--- src/rtl/nav_key_events.sv ---
// Navigation key debouncer with press/release event queue.
// Debounced edges become 8-bit codes held in a first-word-fall-through FIFO.
module nav_key_events #(
    parameter int NUM_KEYS    = 5,
    parameter int DEB_SAMPLES = 4,
    parameter int FIFO_AW     = 3
) (
    input  logic                clk,
    input  logic                rst,
    input  logic                sample_en,
    input  logic [NUM_KEYS-1:0] key_raw,
    output logic [NUM_KEYS-1:0] key_state,
    input  logic                evt_rd,
    output logic [7:0]          evt_data,
    output logic                evt_empty,
    output logic [FIFO_AW:0]    evt_count,
    output logic                evt_overflow,
    input  logic                ovf_clr,
    output logic                irq
);

    localparam int               DEPTH_I = 2 ** FIFO_AW;
    localparam logic [FIFO_AW:0] DEPTH   = (FIFO_AW + 1)'(DEPTH_I);
    localparam logic [3:0]       DEB_TH  = 4'(DEB_SAMPLES);

    logic [NUM_KEYS-1:0]       key_state_q, key_state_d;
    logic [NUM_KEYS-1:0][3:0]  cnt_q, cnt_d;
    logic [NUM_KEYS-1:0]       pend_vld_q, pend_vld_d;
    logic [NUM_KEYS-1:0]       pend_dir_q, pend_dir_d;
    logic [NUM_KEYS-1:0]       new_evt;
    logic                      pend_ovf;

    logic                      sel_vld;
    logic [2:0]                sel_idx;
    logic [7:0]                push_data;
    logic                      full, push, pop, drop;

    logic [7:0]                mem_q [DEPTH_I];
    logic [FIFO_AW-1:0]        wr_ptr_q, wr_ptr_d, rd_ptr_q, rd_ptr_d;
    logic [FIFO_AW:0]          count_q, count_d;
    logic                      ovf_q, ovf_d;

    always_comb begin
        key_state_d = key_state_q;
        cnt_d       = cnt_q;
        new_evt     = '0;
        if (sample_en) begin
            for (int unsigned i = 0; i < NUM_KEYS; i++) begin
                if (key_raw[i] == key_state_q[i]) begin
                    cnt_d[i] = '0;
                end else if (cnt_q[i] + 4'd1 == DEB_TH) begin
                    key_state_d[i] = key_raw[i];
                    cnt_d[i]       = '0;
                    new_evt[i]     = 1'b1;
                end else begin
                    cnt_d[i] = cnt_q[i] + 4'd1;
                end
            end
        end
    end

    always_comb begin
        sel_vld = 1'b0;
        sel_idx = '0;
        for (int unsigned i = 0; i < NUM_KEYS; i++) begin
            if (pend_vld_q[i] && !sel_vld) begin
                sel_vld = 1'b1;
                sel_idx = 3'(i);
            end
        end
    end

    // An entry being drained by the arbiter this cycle is not lost when re-armed.
    always_comb begin
        pend_vld_d = pend_vld_q;
        pend_dir_d = pend_dir_q;
        pend_ovf   = 1'b0;
        if (sel_vld) pend_vld_d[sel_idx] = 1'b0;
        for (int unsigned i = 0; i < NUM_KEYS; i++) begin
            if (new_evt[i]) begin
                if (pend_vld_q[i] && !(sel_vld && sel_idx == 3'(i))) pend_ovf = 1'b1;
                pend_vld_d[i] = 1'b1;
                pend_dir_d[i] = key_raw[i];
            end
        end
    end

    assign push_data = {pend_dir_q[sel_idx], 4'b0000, sel_idx};
    assign full      = (count_q == DEPTH);
    assign pop       = evt_rd && (count_q != '0);
    assign push      = sel_vld && (!full || pop);
    assign drop      = sel_vld && !push;

    always_comb begin
        wr_ptr_d = wr_ptr_q;
        rd_ptr_d = rd_ptr_q;
        count_d  = count_q;
        if (push) wr_ptr_d = wr_ptr_q + 1'b1;
        if (pop)  rd_ptr_d = rd_ptr_q + 1'b1;
        unique case ({push, pop})
            2'b10:   count_d = count_q + 1'b1;
            2'b01:   count_d = count_q - 1'b1;
            default: count_d = count_q;
        endcase
    end

    always_comb begin
        ovf_d = ovf_q;
        if (ovf_clr)         ovf_d = 1'b0;
        if (drop || pend_ovf) ovf_d = 1'b1;
    end

    always_ff @(posedge clk) begin
        if (rst) begin
            key_state_q <= '0;
            cnt_q       <= '0;
            pend_vld_q  <= '0;
            pend_dir_q  <= '0;
            wr_ptr_q    <= '0;
            rd_ptr_q    <= '0;
            count_q     <= '0;
            ovf_q       <= 1'b0;
        end else begin
            key_state_q <= key_state_d;
            cnt_q       <= cnt_d;
            pend_vld_q  <= pend_vld_d;
            pend_dir_q  <= pend_dir_d;
            wr_ptr_q    <= wr_ptr_d;
            rd_ptr_q    <= rd_ptr_d;
            count_q     <= count_d;
            ovf_q       <= ovf_d;
        end
    end

    always_ff @(posedge clk) begin
        if (!rst && push) mem_q[wr_ptr_q] <= push_data;
    end

    assign key_state    = key_state_q;
    assign evt_count    = count_q;
    assign evt_empty    = (count_q == '0);
    assign irq          = (count_q != '0);
    assign evt_overflow = ovf_q;
    assign evt_data     = (count_q != '0) ? mem_q[rd_ptr_q] : 8'h00;

endmodule

--- config.mk ---
export PLATFORM = sky130hd
export DESIGN_NAME = nav_key_events
export DESIGN_NICKNAME = d
export VERILOG_FILES = /design/src/rtl/nav_key_events.sv
export SDC_FILE = /design/constraint.sdc
export NUM_CORES = 1
export LEC_CHECK = 0
export CELL_PAD_IN_SITES_DETAIL_PLACEMENT = 1
export CELL_PAD_IN_SITES_GLOBAL_PLACEMENT = 1
export CORE_MARGIN = 2
export CORE_UTILIZATION = 35
export DETAILED_ROUTE_END_ITERATION = 8
export GPL_TIMING_DRIVEN = 0
export PLACE_DENSITY = 0.7
export REMOVE_ABC_BUFFERS = 1
export SLEW_MARGIN = 20
export SYNTH_ARGS = -nofsm -noshare
export SYNTH_HDL_FRONTEND = slang
export SYNTH_SLANG_ARGS = --single-unit
--- constraint.sdc ---
create_clock -name clk -period 7.8 [get_ports clk]
set_input_delay 1.17 -clock clk [delete_from_list [all_inputs] [get_ports clk]]
set_output_delay 1.17 -clock clk [all_outputs]
set_load 0.01 [all_outputs]
* After elaboration in Yosys (flattened, before gate mapping)
Memories as Yosys holds them, arrays and structs flattened. A register that Yosys moved wholly into a read port is not among the register bits. Index checks and enable logic that the tools add are counted.
Word-level totals: flip-flop bits (word level) 46, bits in writable memories 32, bits of input ports 10, output and inout bits 20, logic and storage cells 166, memories 1
Memory list:
- mem_q | depth 8, bits a word 4, read ports 1, clocked after memory_dff 1, write ports 1, RTL line 38 | logic [7:0] mem_q [DEPTH_I];
Operators by class: add/subtract/negate cells 9, magnitude comparators 2, eq/ne operators 17, mux-type cells 58, bitwise logic cells 7, reduce and logical (&&, ||, !) cells 48
Operators with widths (count):
- 2-to-1 mux 4 bit | 10
- 2-to-1 mux 1 bit | 37
- adder 4 x 1 -> 4 bit (second input constant) | 6
- equality test 4 x 3 -> 1 bit (second input constant) | 5
- logical AND 1 bit | 19
- 2-to-1 mux 3 bit | 5
- AND reduction 3 bit | 5
- nonzero test 2 bit | 7
- zero test 1 bit | 12
- 2-to-1 mux 5 bit | 2
- 2-to-1 mux 8 bit | 1
- one-hot mux 4 bit (2 select lines) | 1
- adder 3 x 1 -> 3 bit (second input constant) | 2
- equality test 3 x 2 -> 1 bit (second input constant) | 2
- AND 5 bit | 1
- equality test 1 bit | 5
- inverter 1 bit | 5
- inverter 5 bit | 1
- equality test 4 bit (second input constant) | 1
- zero test 4 bit | 1
- less-than comparator 3 x 4 -> 1 bit (second input constant) | 1
- nonzero test 4 bit | 1
- subtractor 4 x 1 -> 4 bit (second input constant) | 1
- binary-select mux 1 bit (select 3 bit) | 1
- other kinds (8) | 9

* Longest topological paths before layout
word-level depth 29, depth in mapped cells 10, depth with buffers taken out 9

* Worst setup path after synthesis
OpenSTA, ideal clock, no wires.
path kind input to register, start point input evt_rd, end point register count_q[3], in the netlist evt_count[3], setup time 0.117 ns, arrival time 2.662 ns, required time 7.683 ns, setup slack 5.021 ns, stages on the path 9, buffers on the path 0, cells stage by stage o41ai_2 or3_4 inv_1 ha_1 a21o_1 a21oi_1 mux2i_1 xnor2_1 nor2_1
On the way: longest elaborated chain between the ends 5, elaborated cells between the ends (all ways) 7, classes of those cells eq/ne: 2; mux: 1; reduce/logical: 4
Ends and longest elaborated chain:
- start: declaration | RTL line 13 | input logic evt_rd,
- logical AND 1 bit * | RTL line 90 | assign pop = evt_rd && (count_q != '0);
- logical OR 1 bit | RTL line 91 | assign push = sel_vld && (!full || pop);
- logical AND 1 bit | RTL line 91
- equality test 2 x 1 -> 1 bit or equality test 2 bit (tied branches) | RTL line 100 | unique case ({push, pop})
- one-hot mux 4 bit (2 select lines) or nonzero test 2 bit (tied branches)
- end signal: assignment | RTL line 130 | count_q <= count_d;
- end: declaration | RTL line 40 | logic [FIFO_AW:0] count_q, count_d;
Every way passes the cells marked *; elsewhere a longest branch is shown, timed or not. A chain may end at the register's enable or synchronous reset.

==> impl_results.html <==
<table>
<tr><th>Metric</th><th>Value</th></tr>
<tr><th colspan="2">Clock network</th></tr>
<tr><td>TritonCTS clock tree</td><td>done</td></tr>
<tr><td>Hold bufs inserted after CTS</td><td>0</td></tr>
<tr><td>Number of buffers added by the clock tree synthesis step</td><td>9</td></tr>
<tr><td>Later-pin clock latency in the skew report</td><td>approximately 0.36 ns</td></tr>
<tr><td>Clock-pin transition on the worst setup and hold timing paths</td><td>0.10 ns</td></tr>
<tr><td>CTS H-tree lvls</td><td>3</td></tr>
<tr><td>Clock Root Buffer</td><td>clkbuf_8</td></tr>
<tr><td>Maximum number of buffers from clock root to sink</td><td>2</td></tr>
<tr><td>PostCTS Resize Cnt</td><td>0</td></tr>
<tr><td>Sinks on Clock Net</td><td>81</td></tr>
<tr><td>Setup Buffers After CTS</td><td>0</td></tr>
<tr><th colspan="2">Power and ir drop</th></tr>
<tr><td>Worst voltage drop across the vdd grid</td><td>0.2092 mV</td></tr>
<tr><td>Total power density per cell area</td><td>232.8 mW/mm^2</td></tr>
<tr><td>Reported leakage power</td><td>0.001549 uW</td></tr>
<tr><th colspan="2">Synthesis</th></tr>
<tr><td>Seq/Total Area, Yosys</td><td>49.40%</td></tr>
<tr><td>Post-synth EDFFs</td><td>32</td></tr>
<tr><td>Netlist area before placement</td><td>0.003931 sq mm</td></tr>
<tr><td>Syn avg cell area</td><td>10.16 sq um</td></tr>
<tr><td>Cells after synthesis</td><td>387</td></tr>
<tr><td>Commonest register cell after synthesis</td><td>dfxtp_1</td></tr>
<tr><td>Synthesis Warnings</td><td>0</td></tr>
<tr><td>Post-synthesis sequential element count</td><td>81</td></tr>
<tr><td>Count of distinct cell types in the synthesized netlist</td><td>55</td></tr>
<tr><td>Async S/R FF share, synth</td><td>0%</td></tr>
<tr><th colspan="2">Global routing</th></tr>
<tr><td>First-pass GRT wire length</td><td>14580 microns</td></tr>
<tr><td>Number of antenna violations at the first check in global routing</td><td>0</td></tr>
<tr><td>Overall routing resource usage</td><td>15.63%</td></tr>
<tr><td>Maximum number of pins on one net before global-route repair</td><td>38</td></tr>
<tr><td>Via count of the first global-routing pass</td><td>a little under 3000</td></tr>
<tr><td>GRT Residual Overflow</td><td>0</td></tr>
<tr><th colspan="2">Min path</th></tr>
<tr><td>Min-Delay Path Class</td><td>reg2reg</td></tr>
<tr><td>Worst hold path depth</td><td>2</td></tr>
<tr><th colspan="2">STA</th></tr>
<tr><td>Slew margin rel.</td><td>45.31%</td></tr>
<tr><td>Worst-margin pin slew</td><td>0.8178 ns</td></tr>
<tr><td>RSZ-0062 raised after global routing</td><td>no</td></tr>
<tr><td>Post-layout minimum cycle time</td><td>3.469 ns</td></tr>
<tr><td>Highest clock frequency the design can meet</td><td>0.2883 GHz</td></tr>
<tr><td>Max-slew violation count</td><td>0</td></tr>
<tr><td>TNS Setup</td><td>0 ns</td></tr>
<tr><td>Portion of the clock cycle consumed by the worst path in the final layout</td><td>44.47%</td></tr>
<tr><td>Setup-violating endpoint count in the final report</td><td>0</td></tr>
<tr><td>Fin Clk Skew</td><td>0.009764 ns</td></tr>
<tr><td>Count of final hold-check violations</td><td>0</td></tr>
<tr><th colspan="2">Floorplan</th></tr>
<tr><td>Die Area</td><td>0.01210 sq mm</td></tr>
<tr><td>Die width</td><td>110.0 microns</td></tr>
<tr><td>Initial Utilization</td><td>36.11%</td></tr>
<tr><td>Floorplan Core Area</td><td>0.01089 sq mm</td></tr>
<tr><td>Die Ht</td><td>110.0 microns</td></tr>
<tr><td>Count of boundary I/O pins</td><td>30</td></tr>
<tr><td>Count of standard-cell rows</td><td>38</td></tr>
<tr><th colspan="2">Worst setup path</th></tr>
<tr><td>Biggest fanout along the worst timing path</td><td>8</td></tr>
<tr><td>Setup slack, reg-to-reg</td><td>5.17 ns</td></tr>
<tr><td>Worst path max stage delay</td><td>0.66 ns</td></tr>
<tr><td>End point of the critical path</td><td>evt_data[2]</td></tr>
<tr><td>Critical Path, Cell by Cell</td><td>mux4_2 -&gt; mux2i_1 -&gt; nor2_1 -&gt; clkdlybuf4s50_1</td></tr>
<tr><td>Number of cells traversed by the worst register-to-register path</td><td>9</td></tr>
<tr><td>Launch point of the worst reg-to-reg path</td><td>pend_vld_q[3]$_SDFFE_PP0P_</td></tr>
<tr><td>Critical Path Slowest Stage Cell</td><td>dfxtp_1</td></tr>
<tr><td>Critical Setup Path Class</td><td>reg2out</td></tr>
<tr><td>Crit path DAT</td><td>2.30 ns</td></tr>
<tr><td>Critical path launch point type</td><td>flop</td></tr>
<tr><td>Critical Path End Type</td><td>primary output</td></tr>
<tr><td>Worst r2r dst</td><td>evt_count[3]$_SDFFE_PP0P_</td></tr>
<tr><td>CP required</td><td>6.63 ns</td></tr>
<tr><th colspan="2">Routing</th></tr>
<tr><td>DRT antenna net count</td><td>0</td></tr>
<tr><td>Wire length per cell</td><td>~15 microns</td></tr>
<tr><td>Post-route DRC</td><td>0</td></tr>
<tr><td>DRT Pass-1 Iters</td><td>4</td></tr>
<tr><td>Starting DRC count in detailed routing</td><td>95</td></tr>
<tr><td>Overall via count from detail_route</td><td>2927</td></tr>
<tr><td>Total routed wirelength</td><td>~8500 microns</td></tr>
<tr><td>Vias per std cell</td><td>5.264</td></tr>
<tr><th colspan="2">Placement</th></tr>
<tr><td>Area after DPL</td><td>0.004295 sq mm</td></tr>
<tr><td>Final weighted congestion in routability-driven placement</td><td>a little under 0.8</td></tr>
<tr><td>Number of I/O port buffers</td><td>25</td></tr>
<tr><td>Post-detail-place hpwl</td><td>6147 microns</td></tr>
<tr><th colspan="2">Cells and area</th></tr>
<tr><td>Antenna Diode Count</td><td>0</td></tr>
<tr><td>Fillcell total</td><td>1245</td></tr>
<tr><td>Share of layout cells above drive strength 1</td><td>7.692%</td></tr>
<tr><td>Most common cell after layout, fill and taps aside</td><td>dfxtp_1</td></tr>
<tr><td>Commonest non-fill, non-tap cells in the layout</td><td>49 x dfxtp_1, 43 x nor2_1, 36 x a21oi_1</td></tr>
<tr><td>Layout overhead on the synthesized area</td><td>14.48%</td></tr>
<tr><td>Final nets</td><td>between 400 and 500</td></tr>
<tr><td>Total non-filler cell area in the finished layout</td><td>0.004501 sq mm</td></tr>
<tr><th colspan="2">Run</th></tr>
<tr><td>Max-capacitance violation count</td><td>0</td></tr>
<tr><th colspan="2">Outcome</th></tr>
<tr><td>Status</td><td>complete, no violations</td></tr>
</table>
## flip-flops by register name, summed over array words and instances, names as in the netlist, named ones only
| register | flops |
|---|---|
| key_state | 5 |
| cnt_q | 20 |
| rd_ptr_q | 3 |
| mem_q | 32 |
| evt_overflow | 1 |
| pend_vld_q | 5 |
| wr_ptr_q | 3 |
| evt_count | 4 |
| pend_dir_q | 5 |
## cell usage after synthesis (10+ instances only)
cell / n / area (sq um)
ha_1: 14 / 175.2
a21oi_1: 36 / 180.2
dfxtp_1: 49 / 980.9
inv_1: 15 / 56.30
edfxtp_1: 32 / 960.9
nand2_1: 33 / 123.9
nor2b_1: 10 / 62.56
xor2_1: 10 / 87.58
o21ai_0: 11 / 55.05
nor2_1: 43 / 161.4
mux2i_1: 10 / 100.1
## worst max-delay path: cells and delay by family (launching register included)
| family | cells | cell delay, ns |
|---|---|---|
| mux | 2 | 0.73 |
| flops | 1 | 0.66 |
| buf+inv | 1 | 0.49 |
| simple gates | 1 | 0.06 |
## worst min-delay path by stage
stage	slack, ns	end	start
CTS	0.49	cnt_q[18]$_SDFFE_PP0P_	cnt_q[18]$_SDFFE_PP0P_
global placement	0.47	rd_ptr_q[2]$_SDFFE_PP0P_	rd_ptr_q[2]$_SDFFE_PP0P_
global route	0.54	flop	rd_ptr_q[2]$_SDFFE_PP0P_
finish	0.49	cnt_q[18]$_SDFFE_PP0P_	cnt_q[18]$_SDFFE_PP0P_
detailed placement	0.48	cnt_q[18]$_SDFFE_PP0P_	cnt_q[18]$_SDFFE_PP0P_
floorplan	0.45	pend_dir_q[2]$_SDFFE_PP0P_	pend_dir_q[2]$_SDFFE_PP0P_
## cell families (layout without fill, tap and decap cells)
family,count (synthesis),in the layout,synth area share (%)
compound gates,89,89,14.61
xor+xnor,14,14,3.119
fa+ha+maj,15,15,4.965
other cells,1,4,0.09539
mux,18,18,7.129
flops,81,81,49.40
buf+inv,32,58,3.755
simple gates,137,137,16.93
## per-stage QoR
stage	util (%)	total power, uW	setup WS, ns	cells	hold WS, ns
finish	41.34	1048	4.331	556	0.4922
global route	41.34	1103	4.146	556	0.5364
detailed placement	39.45	736.7	4.179	540	0.4807
floorplan	-	625.1	5.024	374	0.4474
global placement	39.31	725.5	3.496	539	0.4730
CTS	41.34	1064	4.252	556	0.4947
## routing by layer
layer	part of all wire [%]	track usage, %
met1	46	18.33
met5	0	0
met2	52	28.44
met3	1.9	3.233
met4	0.87	4.882
## report_power, final
group	switching [uW]	internal [uW]
sequential	30.8	452
clock	173	154
combinational	111	127
## final cells by class
cell class / instances / area, sq um / share of cell area [%]
Tap cell: 140 / 175.2 / 3.892
Clock inverter: 7 / 81.33 / 1.807
Clock buffer: 9 / 123.9 / 2.752
Timing Repair Buffer: 26 / 265.3 / 5.894
Inverter: 16 / 60.06 / 1.334
Sequential cell: 81 / 1942 / 43.15
Multi-Input combinational cell: 277 / 1853 / 41.17
(Power assumes the default switching activity.)
